==> src/rtl/timex_link_pkg.sv <==
// Shared constants for the Timex link mailbox: status bit positions on both
// sides, the host control flush bit, and the FIFO pointer-width helper.
package timex_link_pkg;

    // Z80-side status byte: {h2z_ovr, z2h_ovr, z2h_full, fifo_full, count[3:0]}
    localparam int Z_STAT_H2Z_OVR   = 7;
    localparam int Z_STAT_Z2H_OVR   = 6;
    localparam int Z_STAT_Z2H_FULL  = 5;
    localparam int Z_STAT_FIFO_FULL = 4;

    // Host-side status byte: {z2h_ovr, 4'b0, h2z_ovr, fifo_full, z2h_full}
    localparam int H_STAT_Z2H_OVR   = 7;
    localparam int H_STAT_H2Z_OVR   = 2;
    localparam int H_STAT_FIFO_FULL = 1;
    localparam int H_STAT_Z2H_FULL  = 0;

    localparam int CTRL_FLUSH = 0;

    typedef struct packed {
        logic       sel;
        logic [7:0] data;
    } wr_cap_t;

    function automatic int ptr_width(input int depth);
        return (depth <= 2) ? 1 : $clog2(depth);
    endfunction

endpackage

==> src/rtl/link_strobe_sync.sv <==
// Resynchronises one asynchronous active-low strobe to clk_16mhz and emits
// single-cycle fall/rise pulses on the synchronised level.
module link_strobe_sync #(
    parameter int SYNC_STAGES = 2
) (
    input  logic clk_16mhz,
    input  logic nRESET,
    input  logic pin,
    output logic level,
    output logic fall,
    output logic rise
);

    logic [SYNC_STAGES-1:0] sync_q;
    logic [SYNC_STAGES-1:0] vld_q;
    logic                   prev_q;
    logic                   armed_q;

    // vld_q tracks when sync_q holds real pin samples rather than reset ones;
    // edges are only reported once the strobe has been seen high after reset,
    // so a strobe held low across reset release produces neither pulse.
    always_ff @(posedge clk_16mhz or negedge nRESET) begin
        if (!nRESET) begin
            sync_q  <= '1;
            vld_q   <= '0;
            prev_q  <= 1'b1;
            armed_q <= 1'b0;
        end else begin
            sync_q  <= {sync_q[SYNC_STAGES-2:0], pin};
            vld_q   <= {vld_q[SYNC_STAGES-2:0], 1'b1};
            prev_q  <= sync_q[SYNC_STAGES-1];
            armed_q <= armed_q | (vld_q[SYNC_STAGES-1] & sync_q[SYNC_STAGES-1]);
        end
    end

    assign level = sync_q[SYNC_STAGES-1];
    assign fall  = armed_q &  prev_q & ~level;
    assign rise  = armed_q & ~prev_q &  level;

endmodule

==> src/rtl/timex_link_mailbox.sv <==
// Byte mailbox between the Timex host connector and the FDD Z80 port 0x20:
// host->Z80 FIFO, Z80->host holding register, status bytes and overrun flags.
module timex_link_mailbox
    import timex_link_pkg::*;
#(
    parameter int FIFO_DEPTH  = 4,
    parameter int SYNC_STAGES = 2
) (
    input  logic       clk_16mhz,
    input  logic       nRESET,
    input  logic [7:0] ext_din,
    output logic [7:0] ext_dout,
    output logic       ext_doe,
    input  logic       nEXT_RD,
    input  logic       nEXT_WR,
    input  logic       ext_sel_stat,
    input  logic [7:0] z80_din,
    output logic [7:0] z80_dout,
    output logic       z80_doe,
    input  logic       nTIIN,
    input  logic       nTIOUT,
    input  logic       z80_sel_stat,
    output logic       h2z_avail,
    output logic       z2h_full
);

    localparam int PW = ptr_width(FIFO_DEPTH);
    localparam int CW = $clog2(FIFO_DEPTH) + 1;
    localparam logic [CW-1:0] DEPTH_C = CW'(FIFO_DEPTH);
    localparam logic [CW-1:0] CNT_ONE = CW'(1);
    localparam logic [PW-1:0] PTR_ONE = PW'(1);

    // Strobe index: 0 host write, 1 host read, 2 Z80 write, 3 Z80 read
    logic [3:0] pins;
    logic [3:0] lvl_unused;
    logic [3:0] fall;
    logic [3:0] rise;

    assign pins = {nTIIN, nTIOUT, nEXT_RD, nEXT_WR};

    link_strobe_sync #(.SYNC_STAGES(SYNC_STAGES)) u_sync [3:0] (
        .clk_16mhz (clk_16mhz),
        .nRESET    (nRESET),
        .pin       (pins),
        .level     (lvl_unused),
        .fall      (fall),
        .rise      (rise)
    );

    wr_cap_t h_cap;
    wr_cap_t z_cap;
    logic    h_rd_sel;
    logic    z_rd_sel;

    always_ff @(posedge clk_16mhz or negedge nRESET) begin
        if (!nRESET) begin
            h_cap    <= '0;
            z_cap    <= '0;
            h_rd_sel <= 1'b0;
            z_rd_sel <= 1'b0;
        end else begin
            if (fall[0]) h_cap    <= '{sel: ext_sel_stat, data: ext_din};
            if (fall[1]) h_rd_sel <= ext_sel_stat;
            if (fall[2]) z_cap    <= '{sel: z80_sel_stat, data: z80_din};
            if (fall[3]) z_rd_sel <= z80_sel_stat;
        end
    end

    logic [7:0]    mem [FIFO_DEPTH];
    logic [PW-1:0] wr_ptr;
    logic [PW-1:0] rd_ptr;
    logic [CW-1:0] count;
    logic [7:0]    hold;
    logic          h2z_ovr;
    logic          z2h_ovr;

    logic fifo_full;
    logic fifo_empty;
    logic host_wr_data;
    logic flush;
    logic push;
    logic pop;
    logic z_stat_clr;
    logic z_wr_data;
    logic host_rd_data;
    logic hold_load;

    assign fifo_full    = (count == DEPTH_C);
    assign fifo_empty   = (count == '0);

    assign host_wr_data = rise[0] & ~h_cap.sel;
    assign flush        = rise[0] &  h_cap.sel & h_cap.data[CTRL_FLUSH];
    assign push         = host_wr_data & ~fifo_full & ~flush;
    assign pop          = rise[3] & ~z_rd_sel & ~fifo_empty & ~flush;
    assign z_stat_clr   = rise[3] &  z_rd_sel;
    assign z_wr_data    = rise[2] & ~z_cap.sel;
    assign host_rd_data = rise[1] & ~h_rd_sel;
    // A host read retiring in the same cycle frees the register for the new byte
    assign hold_load    = z_wr_data & (~z2h_full | host_rd_data) & ~flush;

    always_ff @(posedge clk_16mhz) begin
        if (push) mem[wr_ptr] <= h_cap.data;
    end

    always_ff @(posedge clk_16mhz or negedge nRESET) begin
        if (!nRESET) begin
            wr_ptr <= '0;
            rd_ptr <= '0;
            count  <= '0;
        end else if (flush) begin
            wr_ptr <= '0;
            rd_ptr <= '0;
            count  <= '0;
        end else begin
            if (push) wr_ptr <= wr_ptr + PTR_ONE;
            if (pop)  rd_ptr <= rd_ptr + PTR_ONE;
            case ({push, pop})
                2'b10:   count <= count + CNT_ONE;
                2'b01:   count <= count - CNT_ONE;
                default: count <= count;
            endcase
        end
    end

    // Overrun set takes priority over the Z80 status-read clear
    always_ff @(posedge clk_16mhz or negedge nRESET) begin
        if (!nRESET) begin
            hold     <= 8'h00;
            z2h_full <= 1'b0;
            h2z_ovr  <= 1'b0;
            z2h_ovr  <= 1'b0;
        end else begin
            if (host_wr_data && fifo_full) h2z_ovr <= 1'b1;
            else if (z_stat_clr)           h2z_ovr <= 1'b0;

            if (z_wr_data && z2h_full && !host_rd_data && !flush) z2h_ovr <= 1'b1;
            else if (z_stat_clr)                                  z2h_ovr <= 1'b0;

            if (flush) begin
                hold     <= 8'h00;
                z2h_full <= 1'b0;
            end else if (hold_load) begin
                hold     <= z_cap.data;
                z2h_full <= 1'b1;
            end else if (host_rd_data) begin
                z2h_full <= 1'b0;
            end
        end
    end

    logic [7:0] z_stat;
    logic [7:0] h_stat;

    always_comb begin
        z_stat                   = '0;
        z_stat[3:0]              = 4'(count);
        z_stat[Z_STAT_FIFO_FULL] = fifo_full;
        z_stat[Z_STAT_Z2H_FULL]  = z2h_full;
        z_stat[Z_STAT_Z2H_OVR]   = z2h_ovr;
        z_stat[Z_STAT_H2Z_OVR]   = h2z_ovr;

        h_stat                   = '0;
        h_stat[H_STAT_Z2H_FULL]  = z2h_full;
        h_stat[H_STAT_FIFO_FULL] = fifo_full;
        h_stat[H_STAT_H2Z_OVR]   = h2z_ovr;
        h_stat[H_STAT_Z2H_OVR]   = z2h_ovr;
    end

    assign z80_dout  = z80_sel_stat ? z_stat : (fifo_empty ? 8'hFF : mem[rd_ptr]);
    assign ext_dout  = ext_sel_stat ? h_stat : hold;
    assign z80_doe   = ~nTIIN;
    assign ext_doe   = ~nEXT_RD;
    assign h2z_avail = ~fifo_empty;

endmodule

==> config.mk <==
export PLATFORM = sky130hd
export DESIGN_NAME = timex_link_mailbox
export DESIGN_NICKNAME = d
export VERILOG_FILES = /design/src/rtl/timex_link_pkg.sv /design/src/rtl/link_strobe_sync.sv /design/src/rtl/timex_link_mailbox.sv
export SDC_FILE = /design/constraint.sdc
export NUM_CORES = 1
export LEC_CHECK = 0
export ABC_CLOCK_PERIOD_IN_PS = 2550
export CAP_MARGIN = 10
export CORE_MARGIN = 4
export CORE_UTILIZATION = 57
export CTS_BUF_LIST = sky130_fd_sc_hd__clkbuf_4
export DETAILED_ROUTE_END_ITERATION = 7
export PLACE_DENSITY = 0.8
export REMOVE_ABC_BUFFERS = 1
export SETUP_SLACK_MARGIN = 0.3
export SYNTH_ARGS = -nofsm -noshare
export SYNTH_HDL_FRONTEND = slang
export SYNTH_SLANG_ARGS = --single-unit
==> constraint.sdc <==
create_clock -name clk_16mhz -period 2.55 [get_ports clk_16mhz]
set_clock_uncertainty 0.2 [all_clocks]
set_input_delay 0.51 -clock clk_16mhz [delete_from_list [all_inputs] [get_ports clk_16mhz]]
set_output_delay 0.51 -clock clk_16mhz [all_outputs]
set_load 0.005 [all_outputs]
==> results.cfg, run 1 <==
[status]
run_status = finished, violations left
violations = negative hold slack, negative setup slack

[route]
routed_wl_microns = 7270
viasPerCell = 5.61
vias = 2266
drtIter0Drc = 108
drtAntennaViolNets = 0
wl_per_cell_microns = 18.0
dr.pass1.iters = 4
drc = 0

[clocking]
insertion_delay_ns = 0.42
cts_tree = done
numCtsBuffers = 9
clockBufferDepth = 2
clock-sinks = 88
clkTransAtPathRegs_ns = 0.13
cts_max_level = 3
cts_root_buf = clkbuf_4

[floorplanning]
row_count = 28
fp.dieH_microns = 87.8
ios = 44
dieArea_sq_um = 7710
core_sq_um = 6060
initial_core_util_pct = 59.9
die_w_microns = 87.8

[final_layout]
drive_gt1_share_pct = 37.7
final_area_sq_um = 4600
nets = 353
syn_to_final_growth_pct = 26.5
fin_cells = 404
insertedDiodeCount = 0

[setup_path]
cpPeakStageDelay_ns = 0.43
crit_cells = 8
cp_max_fo = 7
crit_chain = buf_6 -> nor3_4 -> inv_2 -> nand2b_1 -> buf_6 -> nor2_2 -> a21oi_1 -> buf_2
worstSetupPathType = register to output pin
cp_num_buf_inv = 4
cp-start-kind = register
crit_path_frequent_cell = buf_6
crit_family = buffers and inverters
reg2reg_depth = 7
end_kind = output pin
reg2reg_slack_ns = 0.25
crit_arrival_ns = 1.86
cp_slowest_cell = dfrtp_1
worstPathRequired_ns = 1.84

[sta]
worst_pin_slew_ns = 0.703
final-hold-violation-count = 4
rsz0062_at_grt = true
fin_crit_ns = 2.57
slew_violations = 0
hold_ws_ns = -0.00855
slew_headroom_pct = 53.1
max_freq_ghz = 0.389
period_share_pct = 101
setup_violations = 3
timing.final.ws_setup_ns = -0.0182
setup_tns_ns = -0.0423

[global_routing]
grt_pass1_vias = 2302
grt_max_degree = 57
gr-total-overflow = 0
antenna_found_initial = 0
grtUsageTotal_pct = 20.5
grt_pass1_wl_microns = 11400

[synthesis]
postSynthAreaPerCell_sq_um = 14.8
synth-edff-count = 32
synth_area_sq_um = 3630
ys_ff_latch = 88
ys_seq_area_share_pct = 65.4
syn_inst = 245
synth-main-ff-cell = dfrtp_1
ys_types = 43
synthArstFlopShare_pct = 63.6
yosys_warnings = 0

[pwr]
seq_power_share_pct = 47.4
switchingPower_mw = 1.17
switching_share_pct = 29.4
p_clk_share_pct = 19.5
max-vdd-ir-drop_mv = 0.670
power_leakage_nw = 1.85
total_power_mw = 3.99
p_int_mw = 2.82
combPwrFrac_pct = 33.2
power_density_nw_per_um2 = 868

[placed_design]
hpwl_microns = 4870
dpl_cell_area_sq_um = 4260
portBuffers = 43
place_worst_setup_slack_ns = -0.203
gp_congestion = 0.771
placed_cells = 374

[worst_hold_path]
hp-class = primary input to async pin

[job]
max-cap-violations = 0
## worst paths after layout
kind | endpoint | start
min reg2reg | u_sync[0].vld_q[1] | u_sync[2].vld_q[0]
max reg2reg | count[1] | count[2]
max in group asynchronous | z2h_full | nRESET
min in group clk_16mhz | u_sync[0].vld_q[1] | u_sync[2].vld_q[0]
min | h_cap[6] | nRESET
max | z80_dout[0] | count[2]
## synth_stat cells (all sizes together) (3+ instances only)
cell / number / area share (%)
dfrtp: 44 / 30
edfxtp: 32 / 26
nor2: 26 / 2.7
mux2: 24 / 7.4
a21oi: 12 / 2.0
dfstp: 12 / 8.7
inv: 11 / 1.1
mux2i: 10 / 2.8
mux4: 8 / 5.0
nand3b: 5 / 1.0
nor2b: 5 / 0.86
o21ai: 5 / 0.69
a21o: 4 / 0.83
and3: 4 / 0.69
clkbuf: 4 / 0.41
ha: 4 / 1.4
nand2: 4 / 0.41
nand4bb: 4 / 1.2
nand3: 3 / 0.41
nor3: 3 / 0.55
## per-stage QoR
stage	utilization [%]	hold WS, ns
CTS	74.8	0.00805
global route	75.8	0.0263
global placement	70.4	0.133
finish	75.8	-0.00855
detailed placement	70.4	0.135
floorplan	-	0.0144
## sequential cells by signal, summed over array words and instances (netlist names)
signal,cells
z_rd_sel,1
h_cap,9
h2z_ovr,1
u_sync.vld_q,2
u_sync.sync_q,8
h_rd_sel,1
u_sync.armed_q,4
z2h_full,1
hold,8
count,3
u_sync.prev_q,4
rd_ptr,2
wr_ptr,2
mem,32
z2h_ovr,1
z_cap,9
## cell families (layout without fill, tap and decap cells)
kind of cell	after synthesis	count (layout)	share of synthesized area, %
flip-flops	88	88	65.4
AND/OR/NAND/NOR	62	62	9.85
multiplexers	42	42	15.2
AO/OA/AOI/OAI	28	28	5.13
buffers and inverters	17	101	1.89
adder cells (fa/ha/maj)	5	5	1.93
XOR/XNOR	2	2	0.482
other	1	1	0.103
## power groups by stage
stage	logic, mW	registers [mW]	clock network [mW]
6_report	1.32	1.89	0.776
5_1_grt	1.43	1.93	0.864
4_1_cts	1.24	1.89	0.797
3_5_place_dp	1.13	1.92	0
3_3_place_gp	1.08	1.91	0
2_1_floorplan	0.553	1.90	0
## placed cells by master, fill, tap and decap left out, types with 3 or more instances in the layout
cell	synthesis	routed
a21o_1	4	4
a21oi_1	11	9
and3_1	4	4
buf_2	1	9
buf_4	1	19
buf_6	0	12
clkbuf_4	0	14
clkdlybuf4s50_1	0	25
dfrtp_1	44	42
dfstp_2	12	12
dlygate4sd2_1	0	5
edfxtp_1	32	32
ha_1	4	4
inv_1	10	10
mux2_2	24	23
mux2i_1	10	10
mux4_2	8	8
nand2_1	4	4
nand3b_1	5	5
nand4bb_1	4	3
nor2_1	26	20
nor2_2	0	6
nor2b_1	5	4
o21ai_1	3	3
## final cells by class
cell class	instances	area [sq um]
clock inverter	2	33.8
timing repair buffer	74	679
tap	75	93.8
inverter	11	41.3
fill	396	1470
sequential	88	2380
clock buffer	14	105
multi-input combinational	140	1260
## per-layer routing
metal	global-route usage [%]	routed length, microns	vias to the layer above
met2	32.9	3820	56
li1	-	-	1051
met1	26.3	2990	1138
met4	10.6	187	0
met3	4.61	268	21
met5	0	0	-
## timing repair
action                     CTS  global route
buffers inserted            13             1
gates resized for setup     66            15
setup endpoints to repair   19            12
pin swaps                   10             9
hold buffers                 0             0
No activity file was read; power rests on OpenSTA's default activity.
==> run 2, diff against run 1 <==
--- a/config.mk
+++ b/config.mk
@@ -6,12 +6,11 @@
 export NUM_CORES = 1
 export LEC_CHECK = 0
 export ABC_CLOCK_PERIOD_IN_PS = 2550
-export CAP_MARGIN = 10
-export CORE_MARGIN = 4
+export CORE_MARGIN = 3
 export CORE_UTILIZATION = 57
 export CTS_BUF_LIST = sky130_fd_sc_hd__clkbuf_4
 export DETAILED_ROUTE_END_ITERATION = 7
-export PLACE_DENSITY = 0.8
+export PLACE_DENSITY = 0.79
 export REMOVE_ABC_BUFFERS = 1
 export SETUP_SLACK_MARGIN = 0.3
 export SYNTH_ARGS = -nofsm -noshare
==> run 2 against run 1 <==
Worst setup slack worse by 0.097 ns; via count is 0.79% higher; critical path depth is 1 lower; maximum frequency is 3.6% lower; total power is 4.0% higher; sequential cell count stayed put; the run ends with negative setup slack left; sequential share of layout area is 0.71 points lower; utilization is 1.1 points higher.
==> results.cfg, run 2 (synthesis gave the netlist of run 1 again) <==
[placed_design]
gp_congestion = 0.789
place_worst_setup_slack_ns = -0.137
placed_cells = 372
hpwl_microns = 4670
portBuffers = 43

[floorplanning]
fp.dieH_microns = 85.8
ios = 44
row_count = 28
die_w_microns = 85.8
initial_core_util_pct = 59.9
dieArea_sq_um = 7370
core_sq_um = 6060

[setup_path]
worstSetupPathType = register to output pin
crit_chain = buf_12 -> buf_16 -> buf_6 -> mux4_2 -> nor2_1 -> a21oi_1 -> buf_2
worstPathRequired_ns = 1.84
end_kind = output pin
cpPeakStageDelay_ns = 0.46
cp_max_fo = 4
cp-start-kind = register
cp_slowest_cell = dfrtp_2
crit_arrival_ns = 1.95

[worst_hold_path]
hp-class = primary input to async pin

[final_layout]
top_register = mem
largest_register_ffs = 32
final_common_cell = dfrtp_1
layout_common_cells = dfrtp_1 (41), edfxtp_1 (32), clkdlybuf4s50_1 (24)
fillers = 383
fin_cells = 406
insertedDiodeCount = 0
utilization_pct = 76.9
reg.largest.list = mem (32), h_cap (9), z_cap (9)
nets = 355
drive_gt1_share_pct = 38.4
syn_to_final_growth_pct = 28.3

[global_routing]
antenna_found_initial = 0
grt_pass1_vias = 2384
grt_max_degree = 57
gr-total-overflow = 0
grt_pass1_wl_microns = 12100
grtUsageTotal_pct = 22.1

[clocking]
clock-sinks = 88
cts_tree = done
numCtsBuffers = 9
cts_root_buf = clkbuf_4
clkTransAtPathRegs_ns = 0.13
clockBufferDepth = 2
insertion_delay_ns = 0.42
cts_max_level = 3

[pwr]
power_density_nw_per_um2 = 891
power_leakage_nw = 1.87
max-vdd-ir-drop_mv = 0.695
total_power_mw = 4.15

[sta]
slew_headroom_pct = 53.5
final-hold-violation-count = 0
rsz0062_at_grt = true
worst_pin_slew_ns = 0.698
fin_crit_ns = 2.66
period_share_pct = 105
setup_tns_ns = -0.392
setup_violations = 7
timing.final.ws_setup_ns = -0.115
max_freq_ghz = 0.375
slew_violations = 0

[status]
violations = negative setup slack
run_status = finished, violations left

[route]
drc = 0
wl_per_cell_microns = 18.2
vias = 2284
routed_wl_microns = 7380
drtIter0Drc = 266
viasPerCell = 5.63
dr.pass1.iters = 4
drtAntennaViolNets = 0

[job]
max-cap-violations = 0
## run 2: final timing paths
check                      cells past startpoint           startpoint                   to  slack, ns
setup / recovery                               7            rd_ptr[0]          z80_dout[4]      -0.11
hold / removal                                 2               nRESET            wr_ptr[1]      0.003
setup reg to reg                               7             count[0]             count[1]       0.22
hold reg to reg                                0  u_sync[3].sync_q[0]  u_sync[3].sync_q[1]       0.16
max in group asynchronous                      2               nRESET             z2h_full       1.64
min in group clk_16mhz                         0  u_sync[3].sync_q[0]  u_sync[3].sync_q[1]       0.16
## run 2: power breakdown
part / leakage [nW] / internal, mW / total [mW] / switching [mW]
clock network: 0.0882 / 0.443 / 0.877 / 0.434
logic: 0.844 / 0.796 / 1.41 / 0.617
registers: 0.935 / 1.71 / 1.86 / 0.148
## run 2: per-stage QoR
| step | hold slack (ns) | area, sq um |
|---|---|---|
| after floorplan | 0.0144 | 3600 |
| after global placement | 0.132 | 4260 |
| after detailed placement | 0.147 | 4260 |
| after CTS | 0.0184 | 4600 |
| after global routing | 0.0371 | 4660 |
| final | 0.00292 | 4660 |
## run 2: worst max-delay path, delay by kind of cell (launching register included)
| family | cells | cell delay, ns |
|---|---|---|
| buffers and inverters | 4 | 0.51 |
| AOI/OAI and AO/OA | 1 | 0.05 |
| muxes | 1 | 0.42 |
| and+or+nand+nor | 1 | 0.11 |
| DFF | 1 | 0.46 |
## run 2: area by class of cell
cell class                      instances  area, sq um  share of cell area [%]
Sequential cell                        88         2380                    51.1
Multi-Input combinational cell        140         1260                    27.1
Timing Repair Buffer                   76          718                    15.4
Clock buffer                           13         97.6                    2.09
Tap cell                               75         93.8                    2.01
Clock inverter                          3         67.6                    1.45
Inverter                               11         41.3                   0.886
## run 2: routing by layer
layer,part of all wire (%),up-vias,global-route usage [%]
met3,5.8,9,3.36
met5,0,-,0
met1,42,1142,30.2
met4,1.8,0,9.06
met2,51,71,35.7
li1,-,1062,-
## run 2: what timing repair did
action                                  4_1_cts  5_1_grt
buffers inserted                             16        1
gates cloned                                  1        0
pin swaps                                    12       10
hold buffers                                  0        0
endpoints found under the setup margin       19       12
resized for setup                            68       15
